--- src/rtl/mem_arb_pkg.sv ---
// Shared definitions for the memory arbiter: state encoding, grant IDs and
// default widths.
package mem_arb_pkg;

  localparam int unsigned DEF_ADDR_W   = 32;
  localparam int unsigned DEF_DATA_W   = 32;
  localparam int unsigned DEF_MAX_WAIT = 15;
  // Wide enough for the full MAX_WAIT range (1..255).
  localparam int unsigned WAIT_W       = 8;

  typedef enum logic [1:0] {
    IDLE     = 2'd0,
    CPU_XFER = 2'd1,
    DBG_XFER = 2'd2
  } state_e;

  typedef enum logic {
    GNT_CPU = 1'b0,
    GNT_DBG = 1'b1
  } gnt_e;

endpackage

--- src/rtl/mem_arbiter_rr_arb2.sv ---
// Two-way round-robin picker. Bit 0 is the CPU request and bit 1 is the debug
// request. On a tie, the port that was not granted last wins.
module rr_arb2
  import mem_arb_pkg::*;
(
  input  logic [1:0] req_i,
  input  gnt_e       last_grant_i,
  output logic       gnt_valid_o,
  output gnt_e       grant_o
);

  // Pick a winner from the current requests.
  always_comb begin
    gnt_valid_o = |req_i;
    grant_o     = GNT_CPU;
    case (req_i)
      2'b01:   grant_o = GNT_CPU;
      2'b10:   grant_o = GNT_DBG;
      2'b11:   grant_o = (last_grant_i == GNT_CPU) ? GNT_DBG : GNT_CPU;
      default: grant_o = GNT_CPU;
    endcase
  end

endmodule

--- src/rtl/mem_arbiter.sv ---
// Arbitrates a CPU port and a debug/loader port onto one memory port. Only one
// access is outstanding at a time. Each access has a wait budget; when the
// budget runs out, the access completes with an error.
module mem_arbiter
  import mem_arb_pkg::*;
#(
  parameter int unsigned ADDR_W   = DEF_ADDR_W,
  parameter int unsigned DATA_W   = DEF_DATA_W,
  parameter int unsigned MAX_WAIT = DEF_MAX_WAIT
) (
  input  logic              clk,
  input  logic              rst,
  input  logic              cpu_req,
  input  logic              cpu_we,
  input  logic [ADDR_W-1:0] cpu_addr,
  input  logic [DATA_W-1:0] cpu_wdata,
  output logic [DATA_W-1:0] cpu_rdata,
  output logic              cpu_ack,
  output logic              cpu_err,
  output logic              cpu_stall,
  input  logic              dbg_req,
  input  logic              dbg_we,
  input  logic [ADDR_W-1:0] dbg_addr,
  input  logic [DATA_W-1:0] dbg_wdata,
  output logic [DATA_W-1:0] dbg_rdata,
  output logic              dbg_ack,
  output logic              dbg_err,
  output logic              mem_en,
  output logic              mem_we,
  output logic [ADDR_W-1:0] mem_addr,
  output logic [DATA_W-1:0] mem_wdata,
  input  logic [DATA_W-1:0] mem_rdata,
  input  logic              mem_ready
);

  // The last XFER cycle without mem_ready. A timeout fires here.
  localparam logic [WAIT_W-1:0] WAIT_LAST = WAIT_W'(MAX_WAIT - 1);

  state_e              state_q;
  gnt_e                last_q;
  logic [WAIT_W-1:0]   wait_q;
  logic                mem_en_q, mem_we_q;
  logic [ADDR_W-1:0]   mem_addr_q;
  logic [DATA_W-1:0]   mem_wdata_q;
  logic                cpu_ack_q, cpu_err_q, dbg_ack_q, dbg_err_q;
  logic [DATA_W-1:0]   cpu_rdata_q, dbg_rdata_q;

  logic [1:0]          req_vec;
  logic                gnt_valid;
  gnt_e                gnt;

  // A request that is still high in its own ack cycle is stale.
  // Exclude it from arbitration.
  assign req_vec = {dbg_req & ~dbg_ack_q, cpu_req & ~cpu_ack_q};

  rr_arb2 u_rr (
    .req_i        (req_vec),
    .last_grant_i (last_q),
    .gnt_valid_o  (gnt_valid),
    .grant_o      (gnt)
  );

  // Arbitration, transfer tracking, wait counting, and completion/timeout.
  always_ff @(posedge clk or negedge rst) begin
    if (!rst) begin
      state_q     <= IDLE;
      last_q      <= GNT_DBG;
      wait_q      <= '0;
      mem_en_q    <= 1'b0;
      mem_we_q    <= 1'b0;
      mem_addr_q  <= '0;
      mem_wdata_q <= '0;
      cpu_ack_q   <= 1'b0;
      cpu_err_q   <= 1'b0;
      dbg_ack_q   <= 1'b0;
      dbg_err_q   <= 1'b0;
      cpu_rdata_q <= '0;
      dbg_rdata_q <= '0;
    end else begin
      cpu_ack_q <= 1'b0;
      cpu_err_q <= 1'b0;
      dbg_ack_q <= 1'b0;
      dbg_err_q <= 1'b0;
      case (state_q)
        IDLE: begin
          if (gnt_valid) begin
            last_q   <= gnt;
            wait_q   <= '0;
            mem_en_q <= 1'b1;
            if (gnt == GNT_CPU) begin
              state_q     <= CPU_XFER;
              mem_we_q    <= cpu_we;
              mem_addr_q  <= cpu_addr;
              mem_wdata_q <= cpu_wdata;
            end else begin
              state_q     <= DBG_XFER;
              mem_we_q    <= dbg_we;
              mem_addr_q  <= dbg_addr;
              mem_wdata_q <= dbg_wdata;
            end
          end
        end
        CPU_XFER, DBG_XFER: begin
          if (mem_ready || (wait_q == WAIT_LAST)) begin
            // Completion takes priority over a timeout in the same cycle.
            state_q  <= IDLE;
            mem_en_q <= 1'b0;
            mem_we_q <= 1'b0;
            if (state_q == CPU_XFER) begin
              cpu_ack_q <= 1'b1;
              cpu_err_q <= ~mem_ready;
              if (!mem_ready)     cpu_rdata_q <= '0;
              else if (!mem_we_q) cpu_rdata_q <= mem_rdata;
            end else begin
              dbg_ack_q <= 1'b1;
              dbg_err_q <= ~mem_ready;
              if (!mem_ready)     dbg_rdata_q <= '0;
              else if (!mem_we_q) dbg_rdata_q <= mem_rdata;
            end
          end else begin
            wait_q <= wait_q + 1'b1;
          end
        end
        default: begin
          state_q  <= IDLE;
          mem_en_q <= 1'b0;
          mem_we_q <= 1'b0;
        end
      endcase
    end
  end

  assign cpu_stall = cpu_req & ~cpu_ack_q;
  assign cpu_ack   = cpu_ack_q;
  assign cpu_err   = cpu_err_q;
  assign cpu_rdata = cpu_rdata_q;
  assign dbg_ack   = dbg_ack_q;
  assign dbg_err   = dbg_err_q;
  assign dbg_rdata = dbg_rdata_q;
  assign mem_en    = mem_en_q;
  assign mem_we    = mem_we_q;
  assign mem_addr  = mem_addr_q;
  assign mem_wdata = mem_wdata_q;

endmodule

--- config.mk ---
export PLATFORM = sky130hd
export DESIGN_NAME = mem_arbiter
export DESIGN_NICKNAME = d
export VERILOG_FILES = /design/src/rtl/mem_arb_pkg.sv /design/src/rtl/mem_arbiter_rr_arb2.sv /design/src/rtl/mem_arbiter.sv
export SDC_FILE = /design/constraint.sdc
export NUM_CORES = 1
export LEC_CHECK = 0
export CAP_MARGIN = 20
export CORE_ASPECT_RATIO = 0.8
export CORE_MARGIN = 2
export CORE_UTILIZATION = 42
export DETAILED_ROUTE_END_ITERATION = 8
export HOLD_SLACK_MARGIN = 0.05
export PLACE_DENSITY = 0.79
export SLEW_MARGIN = 20
export SYNTH_ARGS = -nofsm -noshare
export SYNTH_HDL_FRONTEND = slang
export SYNTH_SLANG_ARGS = --single-unit
--- constraint.sdc ---
create_clock -name clk -period 1.96 [get_ports clk]
set_input_delay 0.392 -clock clk [delete_from_list [all_inputs] [get_ports clk]]
set_output_delay 0.392 -clock clk [all_outputs]
set_load 0.01 [all_outputs]
-- Word level (Yosys, flattened, before mapping)
Index checks and enable logic that the tools add are counted.
- logic and storage cells: 70
- output and inout port bits: 135
- bits in registers: 145
- bits of input ports: 167
- equality and inequality tests: 9
- bitwise operators: 6
- muxes and demuxes: 31
- reductions and logical operators: 10
- add/sub/neg operators: 1
- operators by type and width (kind ; number):
    2-to-1 mux 32 bit ; 4
    2-to-1 mux 1 bit ; 17
    2-to-1 mux 8 bit ; 2
    case mux 8 bit (2 select lines) ; 1
    adder 8 x 1 -> 8 bit, second input constant ; 1
    == test 8 x 4 -> 1 bit, second input constant ; 1
    inequality test 2 bit, second input constant ; 4
    AND reduction 4 bit ; 2
    == test 2 bit, second input constant ; 3
    2-to-1 mux 2 bit ; 3
    case mux 1 bit (2 select lines) ; 3
    inverter 1 bit ; 4
    case mux 2 bit (2 select lines) ; 1
    AND reduction 2 bit ; 2
    OR reduction 2 bit ; 2
    AND reduction 3 bit ; 1
    bitwise AND 1 bit ; 2
    == test 2 x 1 -> 1 bit, second input constant ; 1
    logical NOT 2 bit ; 1
    nonzero test 2 bit ; 1
    logical OR 1 bit ; 1

-- Longest topological paths before layout
- depth in word-level cells: 7
- gate-level depth with buffers: 8
- mapped depth without buffers: 6

-- Modules after synthesis
A second synthesis with hierarchy kept.
- cell total of the unflattened synthesis: 546
- area total of the unflattened synthesis: 6306.0 µm²
- by module, submodules not included (module ; cells each ; seq. area each (µm²) ; area each (µm²) ; times used):
    mem_arbiter ; 544 ; 3629.7 ; 6292.3 ; 1
    rr_arb2 ; 2 ; 0.0 ; 13.8 ; 1

-- Worst setup path after synthesis
No wires, ideal clock.
- path type: reg2reg
- start: register cpu_ack_q (netlist: cpu_ack)
- end: register mem_addr_q[27] (netlist: mem_addr[27])
- path buffers: 4
- stages on the path, launching flop included: 9
- setup time: 0.133 ns
- slack: 0.168 ns
- period minus slack after synthesis: 1.792 ns
- required time: 1.827 ns
- data arrival time: 1.659 ns
- cells stage by stage: dfrtp_1 nor2b_1 clkbuf_1 a21bo_2 buf_2 buf_4 buf_4 mux2i_1 o21ai_0
- cells in the longest elaborated chain, start to end: 5
- elaborated cells on any way between the ends: 8
- classes of those cells: 2 x eq/ne; 2 x mux; 2 x bitwise; 2 x reduce/logical
- ends and longest elaborated chain (item ; RTL line ; source):
    from (decl) ; mem_arbiter.sv:45 ; logic cpu_ack_q, cpu_err_q, dbg_ack_q, dbg_err_q;
    from (signal assigned) ; mem_arbiter.sv:73 ; cpu_ack_q <= 1'b0;
    from (signal assigned) ; mem_arbiter.sv:80 ; cpu_ack_q <= 1'b0;
    from (signal assigned) ; mem_arbiter.sv:110 ; cpu_ack_q <= 1'b1;
    inverter 1 bit (*) ; - ;
    bitwise AND 1 bit (*) ; - ;
    named net cpu_stall ; mem_arbiter.sv:20 ; output logic cpu_stall,
    == test 2 bit ; mem_arbiter_rr_arb2.sv:16 ; case (req_i)
    case mux 1 bit (2 select lines) ; mem_arbiter_rr_arb2.sv:16 ;
    2-to-1 mux 32 bit ; mem_arbiter.sv:90 ; if (gnt == GNT_CPU) begin
    to (signal assigned) ; mem_arbiter.sv:93 ; mem_addr_q <= cpu_addr;
    to (signal assigned) ; mem_arbiter.sv:98 ; mem_addr_q <= dbg_addr;
    to (decl) ; mem_arbiter.sv:43 ; logic [ADDR_W-1:0] mem_addr_q;
The timed path passes the listed nets; every way through them passes the cells marked *.
A chain may end at the register's enable or synchronous reset.

-- Final worst setup path
- start: register wait_q[1]
- end: register dbg_rdata_q[26] (netlist: dbg_rdata[26])
- cells in the longest elaborated chain, start to end: 3
- ends and longest elaborated chain (item ; RTL line ; source):
    from (decl) ; mem_arbiter.sv:41 ; logic [WAIT_W-1:0] wait_q;
    from (signal assigned) ; mem_arbiter.sv:121 ; wait_q <= wait_q + 1'b1;
    == test 8 x 4 -> 1 bit ; mem_arbiter.sv:104 ; if (mem_ready || (wait_q == WAIT_LAST)) begin
    logical OR 1 bit ; mem_arbiter.sv:104 ;
    AND reduction 4 bit (no line) ; - ;
    to (signal assigned) ; mem_arbiter.sv:118 ; else if (!mem_we_q) dbg_rdata_q <= mem_rdata;
    to (decl) ; mem_arbiter.sv:46 ; logic [DATA_W-1:0] cpu_rdata_q, dbg_rdata_q;
Every way passes these cells.

==> impl_metrics.ini <==
[status]
status = finished, final reports clean

[route]
routed-wl-met2_um = 9460
vias = 5317
drtIter0Drc = 314
drc_errors = 0
wl_per_cell_um = 17.5
wl_met1_um = 7660
drtPass1Iterations = 5
ant_nets = 0
met3WireLength_um = 1310
wl_um = 19000
viasPerCell = 4.91
top_layer_used = met4

[layout]
diodes = 0
nets = 1035
fillCellCount = 1126
drive_gt1_share_pct = 15.1
final_area_um2 = 10600
areaGrowthSynthToFinish_pct = 60.7

[floorplan]
core.rowCount = 40
die_w_um = 144
coreArea_um2 = 15200
initial_core_util_pct = 43.5
die_h_um = 116
num_io_pins = 302
dieArea_um2 = 16700

[placement]
gp_congestion = 0.776
dpl-instance-area_um2 = 9970
io_buffers = 301
place_hpwl_um = 14200

[worst_setup_path]
cp-start-kind = flop
r2r_setup_slack_ns = 0.03
critPathSlowestCell = dfrtp_1
crit_path_end_kind = flop
critPathArrivalTime_ns = 2.22
required_ns = 2.26
path_cells = ha_4 -> nand2b_4 -> o41ai_4 -> nand3b_4 -> clkbuf_16 -> mux2_2
r2r_cells = 6
cp_max_fo = 16
cp_slowest_stage_delay_ns = 0.46
critPathLaunch = wait_q[1]$_DFFE_PN0P_
critical_path_class = flop to flop
reg2reg_to = dbg_rdata[26]$_DFFE_PN0P_
r2r_start = wait_q[1]$_DFFE_PN0P_

[logic_synthesis]
ys_types = 40
ys_seq_area_share_pct = 55.0
syn_inst = 553
syn_area_per_cell_um2 = 11.9
synthFlopType = dfrtp_1
ys.warnings.count = 0
synth_seq_cells = 145
ys_async_sr_fraction_pct = 100
syn_nets = 724
synth_edf_count = 0
syn_area_um2 = 6600

[sta]
finalMaxSlewViolations = 0
final.min_clock_period_ns = 1.93
worstMarginPinSlew_ns = 0.651
rsz0062_at_grt = yes
setup-tns-final_ns = 0
setup_viol = 0
relSlewSlack_pct = 56.4
clock-skew-final_ns = 0.00694
finalHoldViolations = 0
timing.fmax_mhz = 519
fin_crit_sh_pct = 98.3

[pwr]
leakagePower_nw = 4.79
peakVddDrop_v = 0.000762
power.density_nw_per_um2 = 1500

[worst_hold_path]
worstHoldEndpoint = mem_addr[10]$_DFFE_PN0P_
hp-class = flop to flop
hold_depth = 2
holdCritStartpoint = mem_addr[10]$_DFFE_PN0P_

[clocking]
root_buffer = clkbuf_16
path_clk_slew_ns = 0.06
cts-buffers-inserted = 17
cts_buffer_depth = 2
insertion_delay_ns = 0.41
htreeDepth = 4
cts_tree = built
cts_sinks = 145

[global_routing]
grt_pass1_wl_um = 28200
grt.total_usage_pct = 21.8
grt_pass1_vias = 5558
grt_max_degree = 85
gr-total-overflow = 0
antenna_found_initial = 0

[flow_run]
drv_cap = 0
## Yosys cell counts (all sizes together) (3+ instances only)
cell	number	area, um^2
o21bai	4	30.0
mux2	64	743
dfrtp	144	3600
clkbuf	14	52.6
nand3	3	15.0
inv	9	33.8
ha	4	50.1
buf	24	165
o2bb2ai	3	26.3
nand2	73	277
a21oi	3	15.0
mux2i	70	701
nor2	5	18.8
and2	34	213
a211oi	3	22.5
o21ai	70	350
nor2b	3	18.8
## cell families (layout without fill, tap and decap cells)
kind of cell | count (synthesis) | in the layout | share of synthesized area [%]
compound gates | 97 | 97 | 9.03
fa+ha+maj | 4 | 4 | 0.759
buf+inv | 47 | 367 | 3.81
flops | 145 | 145 | 55.0
mux | 134 | 134 | 21.9
simple gates | 126 | 126 | 9.48
## power by group
group	internal, mW	total, mW	switching [mW]
combinational	4.40	7.83	3.43
clock	1.74	2.88	1.15
sequential	4.42	5.21	0.791
## metal layers
layer	vias up	GRT usage (%)
met5	-	0
met4	0	9.08
met3	38	5.33
met2	191	39.0
met1	2547	25.1
li1	2541	-
## registers in the layout, summed over array words and instances (netlist names)
name,cells
mem_addr,32
wait_q,8
mem_we,1
state_q,2
cpu_err,1
dbg_rdata,32
dbg_err,1
last_q,1
mem_en,1
cpu_ack,1
dbg_ack,1
cpu_rdata,32
mem_wdata,32
## critical path: cells and delay by family, from the launching register on
family                   cells  cell delay, ns
AO/OA/AOI/OAI                1            0.40
adder cells (fa/ha/maj)      1            0.19
buffers and inverters        1            0.23
flip-flops                   1            0.46
multiplexers                 1            0.29
AND/OR/NAND/NOR              2            0.24
## how the worst max path moves through the flow
stage,slack (ns),endpoint
floorplan,0.17,mem_addr[27]$_DFFE_PN0P_
global placement,-0.22,cpu_stall
detailed placement,-0.20,dbg_rdata[28]$_DFFE_PN0P_
CTS,0.06,dbg_rdata[1]$_DFFE_PN0P_
global route,-0.02,dbg_rdata[26]$_DFFE_PN0P_
finish,0.03,dbg_rdata[26]$_DFFE_PN0P_
## area by class of cell
cell class	count	area (um^2)	area share [%]
multi-input combinational	361	2780	26.2
clock buffer	21	450	4.25
tap	210	263	2.48
clock inverter	7	65.1	0.614
sequential	145	3630	34.2
inverter	9	33.8	0.319
timing repair buffer	330	3380	31.9
## layout by cell type (no fill, tap or decap), types with 3 or more instances in the layout
cell type	synthesis	layout
a211oi_1	3	3
a21oi_1	3	3
and2_1	34	34
buf_12	0	9
buf_4	3	17
clkbuf_1	14	3
clkbuf_16	0	19
clkdlybuf4s50_1	0	299
clkinv_2	0	4
dfrtp_1	144	144
ha_1	4	3
inv_1	9	8
mux2_2	58	58
mux2_4	6	6
mux2i_1	70	70
nand2_1	72	71
nand3_1	3	3
nor2_1	5	5
nor2b_1	3	3
o21ai_0	70	69
o21bai_1	4	4
o2bb2ai_1	3	3
## timing repair
action,4_1_cts,5_1_grt
cloned,0,2
endpoints found under the hold margin,39,0
gates resized for setup,3,7
buffers inserted,0,1
pin swaps,0,2
hold buffers,1,0
endpoints found under the setup margin,4,20
## through the flow
step	instances	hold slack, ns	util, %	setup slack (ns)	total power, mW
floorplan	553	0.0964	-	0.168	8.73
global placement	1051	0.334	65.8	-0.218	12.6
detailed placement	1051	0.341	65.8	-0.201	13.0
CTS	1080	0.470	69.3	0.0612	15.9
global route	1083	0.502	69.9	-0.0230	16.8
finish	1083	0.474	69.9	0.0326	15.9
Note: power is estimated with default switching activity, not from simulation.
